File: src/rtl/wavelet_sequencer_pkg.sv
// Shared definitions for the wavelet sequencer and the FIR bank it feeds:
// FSM state encodings, default geometry and the filter-index width helper.
package wavelet_sequencer_pkg;

    localparam logic [1:0] WS_IDLE = 2'd0;
    localparam logic [1:0] WS_CALC = 2'd1;
    localparam logic [1:0] WS_DONE = 2'd2;

    localparam int DEFAULT_BITS_PER_ELEM = 8;
    localparam int DEFAULT_NUM_ELEM      = 7;
    localparam int DEFAULT_NUM_FILTERS   = 4;

    // A single filter still needs a one-bit index port.
    function automatic int idx_bits(input int num_filters);
        return (num_filters > 1) ? $clog2(num_filters) : 1;
    endfunction

endpackage

File: src/rtl/wavelet_sequencer_tap.sv
// Tap delay line: element 0 holds the newest sample, the oldest element
// falls off the end on every enabled shift.
module tap_line
    import wavelet_sequencer_pkg::*;
#(
    parameter int BITS_PER_ELEM = DEFAULT_BITS_PER_ELEM,
    parameter int NUM_ELEM      = DEFAULT_NUM_ELEM
) (
    input  logic                              clk,
    input  logic                              rst,
    input  logic                              shift_en,
    input  logic [BITS_PER_ELEM-1:0]          sample,
    output logic [NUM_ELEM*BITS_PER_ELEM-1:0] taps
);

    // NOTE: the line is a handful of flops, not a RAM, so it is reset to
    // zero and the filters see a clean history after every reset.
    generate
        if (NUM_ELEM == 1) begin : g_single
            always_ff @(posedge clk or posedge rst) begin
                if (rst) begin
                    taps <= '0;
                end else if (shift_en) begin
                    taps <= sample;
                end
            end
        end else begin : g_multi
            // NOTE: non-blocking so every element reads its neighbour's old value.
            always_ff @(posedge clk or posedge rst) begin
                if (rst) begin
                    taps <= '0;
                end else if (shift_en) begin
                    taps <= {taps[(NUM_ELEM-1)*BITS_PER_ELEM-1:0], sample};
                end
            end
        end
    endgenerate

endmodule

File: src/rtl/wavelet_sequencer.sv
// Sequencer for the wavelet FIR bank: captures a sample into the tap line,
// fires each filter's start strobe one per cycle, then pulses done.
module wavelet_sequencer
    import wavelet_sequencer_pkg::*;
#(
    parameter int BITS_PER_ELEM = DEFAULT_BITS_PER_ELEM,
    parameter int NUM_ELEM      = DEFAULT_NUM_ELEM,
    parameter int NUM_FILTERS   = DEFAULT_NUM_FILTERS,
    parameter int IDX_BITS      = idx_bits(NUM_FILTERS)
) (
    input  logic                              clk,
    input  logic                              rst,
    input  logic                              i_sample_valid,
    input  logic [BITS_PER_ELEM-1:0]          i_sample,
    input  logic                              i_clear_overrun,
    output logic [NUM_ELEM*BITS_PER_ELEM-1:0] o_taps,
    output logic [NUM_FILTERS-1:0]            o_start_calc,
    output logic [IDX_BITS-1:0]               o_filter_idx,
    output logic                              o_busy,
    output logic                              o_done,
    output logic                              o_overrun
);

    localparam logic [IDX_BITS-1:0] LAST_IDX = IDX_BITS'(NUM_FILTERS - 1);

    logic [1:0]               state;
    logic [IDX_BITS-1:0]      k;
    logic                     pending_valid;
    logic [BITS_PER_ELEM-1:0] pending_sample;
    logic                     shift_en;
    logic [BITS_PER_ELEM-1:0] shift_data;
    logic                     drop;

    // A sample arriving in DONE with nothing pending goes straight into the
    // line, so pending can never be left occupied when the FSM reaches IDLE.
    // NOTE: every output of this block gets a default first, so no latch is inferred.
    always_comb begin
        shift_en   = 1'b0;
        shift_data = i_sample;
        drop       = 1'b0;
        case (state)
            WS_IDLE: shift_en = i_sample_valid;
            WS_CALC: drop = i_sample_valid && pending_valid;
            WS_DONE: begin
                shift_en = pending_valid || i_sample_valid;
                if (pending_valid) begin
                    shift_data = pending_sample;
                end
            end
            default: ;
        endcase
    end

    always_ff @(posedge clk or posedge rst) begin
        if (rst) begin
            state <= WS_IDLE;
            k     <= '0;
        end else begin
            case (state)
                WS_IDLE: begin
                    k <= '0;
                    if (i_sample_valid) begin
                        state <= WS_CALC;
                    end
                end
                WS_CALC: begin
                    if (k == LAST_IDX) begin
                        state <= WS_DONE;
                        k     <= '0;
                    end else begin
                        k <= k + IDX_BITS'(1);
                    end
                end
                WS_DONE: begin
                    k     <= '0;
                    state <= shift_en ? WS_CALC : WS_IDLE;
                end
                default: begin
                    state <= WS_IDLE;
                    k     <= '0;
                end
            endcase
        end
    end

    // In DONE the pending slot is emptied into the line on the same edge,
    // so a simultaneous new sample can take its place without overrun.
    always_ff @(posedge clk or posedge rst) begin
        if (rst) begin
            pending_valid  <= 1'b0;
            pending_sample <= '0;
        end else begin
            case (state)
                WS_CALC: begin
                    if (i_sample_valid && !pending_valid) begin
                        pending_valid  <= 1'b1;
                        pending_sample <= i_sample;
                    end
                end
                WS_DONE: begin
                    if (pending_valid) begin
                        pending_valid <= i_sample_valid;
                        if (i_sample_valid) begin
                            pending_sample <= i_sample;
                        end
                    end
                end
                default: pending_valid <= 1'b0;
            endcase
        end
    end

    always_ff @(posedge clk or posedge rst) begin
        if (rst) begin
            o_overrun <= 1'b0;
        end else if (drop) begin
            o_overrun <= 1'b1;
        end else if (i_clear_overrun) begin
            o_overrun <= 1'b0;
        end
    end

    always_comb begin
        o_start_calc = '0;
        if (state == WS_CALC) begin
            o_start_calc[k] = 1'b1;
        end
    end

    assign o_filter_idx = k;
    assign o_busy       = (state != WS_IDLE);
    assign o_done       = (state == WS_DONE);

    tap_line #(
        .BITS_PER_ELEM(BITS_PER_ELEM),
        .NUM_ELEM     (NUM_ELEM)
    ) u_tap_line (
        .clk     (clk),
        .rst     (rst),
        .shift_en(shift_en),
        .sample  (shift_data),
        .taps    (o_taps)
    );

endmodule

File: config.mk
export PLATFORM = sky130hd
export DESIGN_NAME = wavelet_sequencer
export DESIGN_NICKNAME = d
export VERILOG_FILES = /design/src/rtl/wavelet_sequencer_pkg.sv /design/src/rtl/wavelet_sequencer_tap.sv /design/src/rtl/wavelet_sequencer.sv
export SDC_FILE = /design/constraint.sdc
export NUM_CORES = 1
export LEC_CHECK = 0
export ABC_AREA = 1
export BUFFER_PORTS_ARGS = -buffer_cell sky130_fd_sc_hd__buf_2
export CAP_MARGIN = 30
export CORE_ASPECT_RATIO = 0.8
export CORE_MARGIN = 2
export CORE_UTILIZATION = 53
export DETAILED_ROUTE_END_ITERATION = 12
export MAX_ROUTING_LAYER = met4
export PLACE_DENSITY = 0.79
export SYNTH_ARGS = -nofsm -noshare
export SYNTH_HDL_FRONTEND = slang
export SYNTH_SLANG_ARGS = --single-unit
File: constraint.sdc
create_clock -name clk -period 2.32 [get_ports clk]
set_input_delay 0.348 -clock clk [delete_from_list [all_inputs] [get_ports clk]]
set_output_delay 0.348 -clock clk [all_outputs]
set_load 0.01 [all_outputs]
==> impl_metrics.json, run 1 <==
{
  "status": "completed",
  "worstMarginPinSlew_ps": 630,
  "hold_path_class": "in2async",
  "slew_violations": 0,
  "grt_pass1_vias": 2460,
  "core_mm2": 0.00582,
  "drive_gt1_share_pct": 23.8,
  "design.final.nets": 461,
  "comb_power_share_pct": 38.8,
  "dr_wl_met3_um": 373,
  "setup_viol": 0,
  "post-route-min-period_ps": 1890,
  "vias_per_cell": 5.10,
  "htree_levels": 3,
  "floorplan.initialDensity_pct": 54.0,
  "synth_adder_area_share_pct": 3.59,
  "post_cts_buffers": 0,
  "final_cells": 526,
  "antennaDiodeCount": 0,
  "netlist_instances": 368,
  "p_total_mw": 5.38,
  "grt_max_degree": 58,
  "io_buffers": 76,
  "critPathArrivalTime_ps": 2160,
  "die_width_um": 90.1,
  "layout_common_cells": "nand2_1, buf_2, nand3_1, dfrtp_1, inv_1",
  "endpoint_kind": "register",
  "fin_crit_sh_pct": 81.3,
  "drc": 0,
  "topRoutingLayerUsed": "met4",
  "ys_ff_latch": 70,
  "synth_top_family_by_area": "simple AND/OR/NAND/NOR gates",
  "tns_ps": 0,
  "numCtsBuffers": 9,
  "detail-route-antenna-nets": 0,
  "gp_congestion": 0.855,
  "final_common_cell": "nand2_1",
  "path_clk_slew_ps": 70,
  "place_inst": 510,
  "grt_overflow": 0,
  "finalHoldViolations": 0,
  "synth_area_mm2": 0.00314,
  "cp_max_fo": 56,
  "num-fill-cells": 514,
  "wl_met1_um": 3150,
  "start_kind": "register",
  "synth_xor_area_share_pct": 0,
  "swShare_pct": 41.3,
  "synth.area.top_cells": "dfrtp_1, nand2_1, nand3_1",
  "powerDensity_mw_per_mm2": 1430,
  "fin_skew_ps": 8.85,
  "cts.hold.buffers_added": 0,
  "pwr-share-seq_pct": 41.1,
  "drtIter0Drc": 154,
  "synth_area_per_cell_um2": 8.53,
  "io-pin-count": 77,
  "cts.sinks": 70,
  "rsz0062_at_grt": "no",
  "synth_mux_area_share_pct": 0,
  "synthSimpleGateAreaFrac_pct": 33.3,
  "die_height_um": 72.9,
  "timing.fmax_mhz": 530,
  "post_cts_resized": 0,
  "grt_pass1_wl_um": 11500,
  "antenna_found_initial": 0,
  "dp_hpwl_um": 4600,
  "die-area_mm2": 0.00656,
  "first_pass_iters": 4,
  "synthDominantCellAreaShare_pct": 55.8,
  "p_int_mw": 3.16,
  "regArea_mm2": 0.00175,
  "rows": 25,
  "slew_headroom_pct": 58.0,
  "yosysWarnings": 0,
  "clk_latency_ps": 340,
  "syn_nets": 389,
  "clockBufferDepth": 2,
  "wl_um": 6910,
  "synth-compound-area-share_pct": 0.478,
  "p_clk_share_pct": 20.1,
  "max-cap-violations": 0,
  "wl_per_cell_um": 13.1,
  "synth_area_leader_cell": "dfrtp_1",
  "p_leak_nw": 2.24,
  "cts_root_buf": "clkbuf_8",
  "cts_tree": "yes",
  "syn2layout_area_growth_pct": 20.2,
  "wl_met2_um": 3300,
  "multiInputGateArea_mm2": 0.00118,
  "track_usage_pct": 22.8,
  "via_count": 2685,
  "synth_cell_types": 13,
  "utilization_pct": 64.9,
  "ir_drop_mv": 0.638,
  "criticalPathCategory": "reg2reg",
  "crit_required_ps": 2600,
  "switchingPower_mw": 2.22,
  "ys_seq_area_share_pct": 55.8
}
==> layer usage <==
layer | vias to the layer above | track usage [%]
met1 | 1287 | 29.4
li1 | 1311 | -
met3 | 8 | 7.95
met5 | - | -
met4 | 0 | 6.84
met2 | 79 | 34.6
==> stage by stage <==
stage	instance area, um^2	hold slack [ps]	setup slack (ps)
2_1_floorplan	3140	443	204
3_3_place_gp	3550	448	608
3_5_place_dp	3550	458	508
4_1_cts	3770	86.1	446
5_1_grt	3770	122	242
6_report	3770	89.3	435
==> critical path, stage by stage (launching register included) <==
cell     delay, ps
dfrtp_1        420
inv_1          130
ha_1           240
nand2_2        160
nand2_2        140
buf_4          450
nand3_1        170
nand2_1        100
==> cell families after synthesis <==
group,Yosys count
buffers and inverters,39
AND/OR/NAND/NOR,247
AO/OA/AOI/OAI,3
adder cells (fa/ha/maj),9
flip-flops,70
==> worst paths after layout <==
kind | from | endpoint | slack [ps] | cells after the start
setup / recovery | state[0] | u_tap_line.taps[27] | 430 | 7
max in group asynchronous | rst | u_tap_line.taps[52] | 1620 | 3
setup reg to reg | state[0] | u_tap_line.taps[27] | 430 | 7
min in group clk | i_clear_overrun | o_overrun | 190 | 2
hold / removal | rst | u_tap_line.taps[51] | 90 | 2
hold reg to reg | u_tap_line.taps[54] | u_tap_line.taps[54] | 470 | 2
==> power by group through the flow <==
stage,Sequential [mW],Combinational (mW),Clock [mW]
floorplan,2.34,1.22,0
global placement,2.20,2.02,0
detailed placement,2.22,2.09,0
CTS,2.21,2.11,1.10
global route,2.28,2.36,1.16
finish,2.21,2.09,1.08
==> synthesized netlist by cell type (all sizes together) <==
library cell	instances
inv	17
dfrtp	70
clkbuf	3
ha	9
nand2	167
nand3	70
buf	19
nand4	8
nor2	2
o21ai	3
==> flip-flops by register name, indices dropped and copies added (netlist names) <==
name             count
o_overrun            1
state                2
pending_valid        1
pending_sample       8
o_filter_idx         2
u_tap_line.taps     56
==> area by class of cell <==
class,instances,area share [%]
Clock buffer,10,3.65
Clock inverter,6,2.25
Inverter,17,1.69
Multi-Input combinational cell,259,31.2
Sequential cell,70,46.4
Tap cell,81,2.68
Timing Repair Buffer,83,12.1
Note: power is estimated with default switching activity, not from simulation.
==> inputs of run 2 (changes only) <==
--- a/config.mk
+++ b/config.mk
@@ -10,10 +10,10 @@
 export CAP_MARGIN = 30
 export CORE_ASPECT_RATIO = 0.8
 export CORE_MARGIN = 2
-export CORE_UTILIZATION = 53
+export CORE_UTILIZATION = 48
 export DETAILED_ROUTE_END_ITERATION = 12
 export MAX_ROUTING_LAYER = met4
-export PLACE_DENSITY = 0.79
+export PLACE_DENSITY = 0.76
 export SYNTH_ARGS = -nofsm -noshare
 export SYNTH_HDL_FRONTEND = slang
 export SYNTH_SLANG_ARGS = --single-unit
==> constraint.sdc (replaced) <==
create_clock -name clk -period 1.7 [get_ports clk]
set_input_delay 0.255 -clock clk [delete_from_list [all_inputs] [get_ports clk]]
set_output_delay 0.255 -clock clk [all_outputs]
set_load 0.01 [all_outputs]
==> run 2 against run 1 <==
Compared with the run above: setup slack got worse by 380 ps; cell area increased by 1.4%; critical path type is now reg2out; combinational power increased by 46%.
==> impl_metrics.json, run 2 (same netlist as run 1, synthesis figures left out) <==
{
  "first_pass_iters": 5,
  "numCtsBuffers": 9,
  "use_met3_pct": 6.43,
  "r2r_slack_ps": 130,
  "setup_viol": 0,
  "die_width_um": 94.4,
  "antennaDiodeCount": 0,
  "criticalPathCategory": "reg2out",
  "dp_hpwl_um": 4610,
  "final_common_cell": "nand2_1",
  "clockBufferDepth": 2,
  "post-route-min-period_ps": 1650,
  "drtIter0Drc": 188,
  "hold_path_class": "in2async",
  "largest_reg_flops": 56,
  "wl_um": 7140,
  "grt_pass1_vias": 2399,
  "slew_headroom_pct": 75.6,
  "design.final.nets": 466,
  "vias_per_cell": 5.03,
  "p_leak_nw": 2.26,
  "place_inst": 517,
  "critPathArrivalTime_ps": 1390,
  "cts_tree": "yes",
  "grt_max_degree": 71,
  "floorplan.initialDensity_pct": 49.5,
  "status": "completed",
  "layout_common_cells": "nand2_1, buf_2, nand3_1, dfrtp_1, inv_1",
  "antenna_found_initial": 0,
  "grt_busiest_layer": "met2",
  "met1_usage_pct": 28.9,
  "reg_top3": "u_tap_line.taps (56), pending_sample (8)",
  "start_kind": "register",
  "wl_per_cell_um": 13.4,
  "drive_gt1_share_pct": 24.9,
  "max-cap-violations": 0,
  "die-area_mm2": 0.00721,
  "gp_congestion": 0.869,
  "die_height_um": 76.3,
  "syn2layout_area_growth_pct": 21.9,
  "cts_root_buf": "clkbuf_8",
  "timing.fmax_mhz": 608,
  "via_count": 2687,
  "ir_drop_mv": 0.734,
  "cp_max_fo": 8,
  "tns_ps": 0,
  "io-pin-count": 77,
  "drc": 0,
  "htree_levels": 3,
  "rsz0062_at_grt": "yes",
  "p_total_mw": 7.38,
  "rows": 26,
  "use_met2_pct": 30.7,
  "grt_overflow": 0,
  "grt_pass1_wl_um": 11600,
  "final_cells": 534,
  "worstMarginPinSlew_ps": 366,
  "endpoint_kind": "output pin",
  "fin_skew_ps": 6.04,
  "fin_crit_sh_pct": 96.8,
  "dp_slack_ps": 176,
  "top_register": "u_tap_line.taps",
  "slew_violations": 0,
  "finalHoldViolations": 0,
  "path_clk_slew_ps": 70,
  "powerDensity_mw_per_mm2": 1930,
  "crit_required_ps": 1440,
  "setup_ws_ps": 54.3,
  "detail-route-antenna-nets": 0,
  "cts.sinks": 70,
  "clk_latency_ps": 350,
  "track_usage_pct": 21.2,
  "core_mm2": 0.00634,
  "io_buffers": 76
}
[run 2: power by group]
group	internal, mW	switching, mW
clock	0.712	0.633
sequential	2.40	0.579
combinational	1.18	1.87
total	4.29	3.09
[run 2: path summary, 6_finish.rpt]
path / startpoint / end / depth (start not counted)
max: state[1] / o_start_calc[0] / 6
min: rst / u_tap_line.taps[52] / 3
max reg2reg: state[0] / u_tap_line.taps[24] / 7
min reg2reg: u_tap_line.taps[53] / u_tap_line.taps[53] / 2
max in group asynchronous: rst / pending_sample[6] / 3
min in group clk: i_clear_overrun / o_overrun / 2
[run 2: worst max-delay path, stage by stage (launching register included)]
cell	delay, ps
dfrtp_1	400
inv_1	100
ha_2	210
buf_6	130
nand2_1	50
inv_1	40
buf_2	120
[run 2: repair_timing]
item                                    4_1_cts  5_1_grt
hold buffers                                  0        0
endpoints found under the setup margin        4        4
setup buffers                                 1        0
resized for setup                             0        2
[run 2: layout make-up]
| cell class | instances | area, um^2 |
|---|---|---|
| Clock buffer | 10 | 138 |
| Clock inverter | 6 | 61.3 |
| Fill cell | 604 | 2520 |
| Tap cell | 84 | 105 |
| Timing Repair Buffer | 88 | 524 |
| Inverter | 17 | 67.6 |
| Multi-Input combinational cell | 259 | 1180 |
| Sequential cell | 70 | 1750 |
[run 2: metal layers]
| layer | vias to the layer above | wire length, um |
|---|---|---|
| met4 | 0 | 107 |
| met1 | 1252 | 3200 |
| met2 | 97 | 3330 |
| met3 | 11 | 503 |
| met5 | - | 0 |
| li1 | 1327 | - |
[run 2: metrics by stage]
stage | area, um^2 | hold WS [ps] | utilization [%]
2_1_floorplan | 3140 | 362 | -
3_5_place_dp | 3610 | 389 | 57.0
3_3_place_gp | 3610 | 386 | 57.0
4_1_cts | 3820 | 4.95 | 60.2
5_1_grt | 3830 | 18.0 | 60.3
6_report | 3830 | 2.73 | 60.3
